===== config.mk =====
export PLATFORM = sky130hd
export DESIGN_NAME = demux1x3_reg
export DESIGN_NICKNAME = d
export VERILOG_FILES = /design/src/rtl/demux1x3_reg_pkg.sv /design/src/rtl/demux1x3_reg_sel_decode3.sv /design/src/rtl/demux1x3_reg.sv
export SDC_FILE = /design/constraint.sdc
export NUM_CORES = 1
export LEC_CHECK = 0
export CAP_MARGIN = 10
export CELL_PAD_IN_SITES_DETAIL_PLACEMENT = 1
export CELL_PAD_IN_SITES_GLOBAL_PLACEMENT = 1
export CORE_ASPECT_RATIO = 1.4
export CORE_UTILIZATION = 31
export DETAILED_ROUTE_END_ITERATION = 8
export PLACE_DENSITY_LB_ADDON = 0.08
export SYNTH_ARGS = -nofsm -noshare
export SYNTH_HDL_FRONTEND = slang
export SYNTH_SLANG_ARGS = --single-unit
export TNS_END_PERCENT = 10

===== constraint.sdc =====
create_clock -name clk -period 2.5 [get_ports clk]
set_clock_uncertainty 0.05 [all_clocks]
set_input_delay 0.5 -clock clk [delete_from_list [all_inputs] [get_ports clk]]
set_output_delay 0.5 -clock clk [all_outputs]
set_load 0.02 [all_outputs]

===== src/rtl/demux1x3_reg_pkg.sv =====
// demux1x3_reg_pkg
//   Shared definitions for the datapath destination steering logic.
//   SEL_A/SEL_B/SEL_C : 2-bit destination select encodings (2'b11 also means C).
//   dmx_state_t       : holding-stage occupancy (EMPTY, FULL).
//   DST_A/DST_B/DST_C : bit positions of each destination in a one-hot select.
package demux1x3_reg_pkg;

  localparam logic [1:0] SEL_A = 2'b00;
  localparam logic [1:0] SEL_B = 2'b01;
  localparam logic [1:0] SEL_C = 2'b10;

  localparam int DST_A = 0;
  localparam int DST_B = 1;
  localparam int DST_C = 2;

  typedef enum logic {
    EMPTY = 1'b0,
    FULL  = 1'b1
  } dmx_state_t;

endpackage


===== src/rtl/demux1x3_reg_sel_decode3.sv =====
// sel_decode3
//   Combinational 2-bit destination code -> 3-bit one-hot.
//   sel    : destination code (00 A, 01 B, 10/11 C)
//   onehot : bit DST_A/DST_B/DST_C set for the chosen destination
module sel_decode3
  import demux1x3_reg_pkg::*;
(
  input  logic [1:0] sel,
  output logic [2:0] onehot
);

  always_comb begin
    onehot = '0;
    case (sel)
      SEL_A:   onehot[DST_A] = 1'b1;
      SEL_B:   onehot[DST_B] = 1'b1;
      // 2'b11 falls through to C, matching the datapath mux default.
      default: onehot[DST_C] = 1'b1;
    endcase
  end

endmodule


===== src/rtl/demux1x3_reg.sv =====
// demux1x3_reg
//   Registered 1-to-3 demux with valid/ready handshakes and a one-word
//   holding stage. The producer word is steered to destination A, B or C.
//   clk, reset            : rising-edge clock, async active-high reset
//   in_data/in_sel        : offered word and destination code
//   in_valid/in_ready     : producer handshake
//   out_data              : held word, broadcast to all destinations
//   a/b/c_valid, a/b/c_ready : per-destination handshake (at most one valid)
//   busy                  : holding register occupied
module demux1x3_reg
  import demux1x3_reg_pkg::*;
#(
  parameter int WIDTH = 16
) (
  input  logic             clk,
  input  logic             reset,
  input  logic [WIDTH-1:0] in_data,
  input  logic [1:0]       in_sel,
  input  logic             in_valid,
  output logic             in_ready,
  output logic [WIDTH-1:0] out_data,
  output logic             a_valid,
  output logic             b_valid,
  output logic             c_valid,
  input  logic             a_ready,
  input  logic             b_ready,
  input  logic             c_ready,
  output logic             busy
);

  dmx_state_t state;
  logic [2:0] sel_oh;
  logic [2:0] vld_q;   // held one-hot destination, all-zero while EMPTY
  logic       out_xfer;
  logic       in_xfer;

  sel_decode3 u_dec (
    .sel    (in_sel),
    .onehot (sel_oh)
  );

  // Only the held destination's ready matters: vld_q masks the others.
  assign out_xfer = |(vld_q & {c_ready, b_ready, a_ready});
  // Depends on the ready inputs and registered state only, never in_valid.
  assign in_ready = (state == EMPTY) | out_xfer;
  assign in_xfer  = in_valid & in_ready;

  assign a_valid = vld_q[DST_A];
  assign b_valid = vld_q[DST_B];
  assign c_valid = vld_q[DST_C];
  assign busy    = (state == FULL);

  always_ff @(posedge clk or posedge reset) begin
    if (reset) begin
      state    <= EMPTY;
      out_data <= '0;
      vld_q    <= '0;
    end else if (in_xfer) begin
      // Covers both a fill from EMPTY and a back-to-back reload while draining.
      state    <= FULL;
      out_data <= in_data;
      vld_q    <= sel_oh;
    end else if (out_xfer) begin
      // Drain with nothing behind it; out_data keeps its last value.
      state <= EMPTY;
      vld_q <= '0;
    end
  end

endmodule

==> results.sh <==
export IMPL_status="completed"
export IMPL_crit_buf_inv=2
export IMPL_synth_cell_type_count=14
export IMPL_slew_viol_final=0
export IMPL_layout_common_cells="clkdlybuf4s50_1 (43), dfrtp_1 (20), mux2_2 (9)"
export IMPL_ir_drop_v=0.000631
export IMPL_root_buffer="clkbuf_4"
export IMPL_ant_nets=0
export IMPL_die_h_um=62.8
export IMPL_crit_required_ns=1.95
export IMPL_synth_warnings=0
export IMPL_finalCritPeriodShare=0.929
export IMPL_fin_nets=123
export IMPL_power_density_nw_per_um2=1320
export IMPL_crit_start="c_ready"
export IMPL_die_width_um=45.4
export IMPL_viasPerCell=4.53
export IMPL_rsz0062_at_grt="no"
export IMPL_synth_area_um2=818
export IMPL_antenna_found_initial=0
export IMPL_syn2layout_area_growth_pct=64.7
export IMPL_core_area_um2=2440
export IMPL_clock_sinks=20
export IMPL_fin_area_um2=1350
export IMPL_grt_usage=0.151
export IMPL_cap_violations=0
export IMPL_startpoint_type="input pin"
export IMPL_cp_top_family="buffers and inverters"
export IMPL_die_area_um2=2850
export IMPL_cts_tree="built"
export IMPL_drt_iter0_markers=6
export IMPL_power_switching_uw=605
export IMPL_rows=21
export IMPL_cts_buffer_depth=2
export IMPL_placed_cells=127
export IMPL_hpwl_mm=1.36
export IMPL_h_tree_depth=1
export IMPL_switching_share=0.340
export IMPL_firstDrtPassIters=4
export IMPL_max_stage_delay_ns=0.41
export IMPL_crit_slowest_cell="a222oi_1"
export IMPL_rr_endpoint="out_data[11]$_DFFE_PP0P_"
export IMPL_timing_setup_critical_path_class="input pin to primary output"
export IMPL_drive_gt1_frac=0.255
export IMPL_insertedDiodeCount=0
export IMPL_io_buffers=44
export IMPL_yosysTopAreaCell="dfrtp_1"
export IMPL_power_uw=1780
export IMPL_timing_hold_ws_ns=0.472
export IMPL_fmax_mhz=430
export IMPL_period_needed_ns=2.32
export IMPL_final_common_cell="clkdlybuf4s50_1"
export IMPL_worst_setup_path_end_kind="primary output"
export IMPL_worstRegToRegCells=5
export IMPL_place_area_um2=1280
export IMPL_vias=598
export IMPL_final_cells=132
export IMPL_synth_top_area_frac=0.612
export IMPL_synthCells=50
export IMPL_routedWlPerCell_um=14.3
export IMPL_drt_drc_violations_left=0
export IMPL_cp_arrival_ns=1.77
export IMPL_crit_chain="clkdlybuf4s50_1, a222oi_1, nand2_1, dlygate4sd2_1"
export IMPL_hold_viol=0
export IMPL_initial_core_util=0.335
export IMPL_r2r_start="vld_q[2]$_DFFE_PP0P_"
export IMPL_yosys_top_cells_area="dfrtp_1 (61%), mux2_4 (13%), mux2_2 (12%), a22o_2 (2.4%), buf_12 (2.4%)"
export IMPL_seq_power_share=0.325
export IMPL_syn_area_per_cell_um2=16.4
export IMPL_clock_latency_ns=0.29
export IMPL_cp_max_fo=2
export IMPL_slew_limit_headroom=0.512
export IMPL_grt_pass1_vias=635
export IMPL_pwr_share_comb=0.528
export IMPL_grt_max_degree=21
export IMPL_ys_ff_latch=20
export IMPL_clockPowerShare=0.147
export IMPL_grt_first_pass_wirelength_mm=3.05
export IMPL_overflow=0
export IMPL_r2r_slack_ns=0.55
export IMPL_cp_depth=4
export IMPL_yosysSeqAreaShare=0.612
export IMPL_synth_fp_nets=74
export IMPL_leakage_uw=0.000583
export IMPL_utilization=0.551
export IMPL_hold_class="flop to flop"
export IMPL_final_setup_viol_count=0
export IMPL_drt_total_wl_mm=1.88
export IMPL_internal_power_uw=1170
export IMPL_place_gp_congestion=0.667
export IMPL_ios=45
export IMPL_path_clk_slew_ns=0.11
export IMPL_cts_buffers=3
export IMPL_worst_slew_pin_slew_ns=0.731
export IMPL_crit_path_end="in_ready"
## logic make-up after synthesis
kind of cell | after synthesis | synth area share
compound gates | 6 | 0.0673
flops | 20 | 0.612
mux | 16 | 0.252
simple gates | 3 | 0.0168
buf+inv | 5 | 0.0520
## cell usage after synthesis (all sizes together)
cell and number:
a222oi 1, a21boi 2, mux2 16, nor2 1, dfrtp 20, inv 3
nand2 1, a32o 1, a22o 2, nand2b 1, buf 2
## state kept, by name, indices dropped and copies added, names as in the netlist
name / flops
out_data: 16
busy: 1
vld_q: 3
## layer usage
metal / GRT usage / vias up / part of all wire / routed length, um
li1: - / 271 / - / -
met1: 0.205 / 285 / 0.46 / 857
met2: 0.221 / 38 / 0.46 / 867
met3: 0.0202 / 4 / 0.062 / 116
met4: 0.0909 / 0 / 0.021 / 39
met5: 0 / - / 0 / 0
## power groups by stage
stage	sequential, uW	combinational [uW]	clock [uW]
2_1_floorplan	765	338	0
3_3_place_gp	574	923	0
3_5_place_dp	585	938	0
4_1_cts	581	947	270
5_1_grt	600	1000	284
6_report	578	939	261
## per-stage QoR
| stage | worst slack [ns] | TNS (ns) |
|---|---|---|
| after floorplan | 0.731 | 0 |
| after global routing | 0.0327 | 0 |
| after CTS | 0.000863 | 0 |
| after global placement | -0.164 | -2.21 |
| after detailed placement | -0.236 | -3.27 |
| final | 0.177 | 0 |
## repair_timing
action                                  in CTS  in global routing
endpoints found under the setup margin       1                 16
hold buffers                                 0                  0
pin swaps                                    1                  0
resized for setup                            1                  1
setup buffers                                1                  0
## area by class of cell
type	instances	area (um2)
fill	261	1100
sequential	20	500
timing repair buffer	46	454
multi-input combinational	25	287
tap	34	42.5
clock inverter	1	30.0
clock buffer	3	22.5
inverter	3	11.3
## worst min path at each step
stage	startpoint	to	slack (ns)	depth (start not counted)
floorplan	reset	busy$_DFFE_PP0P_	0.41	1
global placement	out_data[11]$_DFFE_PP0P_	out_data[11]$_DFFE_PP0P_	0.44	1
detailed placement	out_data[14]$_DFFE_PP0P_	out_data[14]$_DFFE_PP0P_	0.44	1
CTS	out_data[14]$_DFFE_PP0P_	out_data[14]$_DFFE_PP0P_	0.48	1
global route	out_data[7]$_DFFE_PP0P_	out_data[7]$_DFFE_PP0P_	0.49	1
finish	out_data[7]$_DFFE_PP0P_	out_data[7]$_DFFE_PP0P_	0.47	1
(Power assumes the default switching activity.)
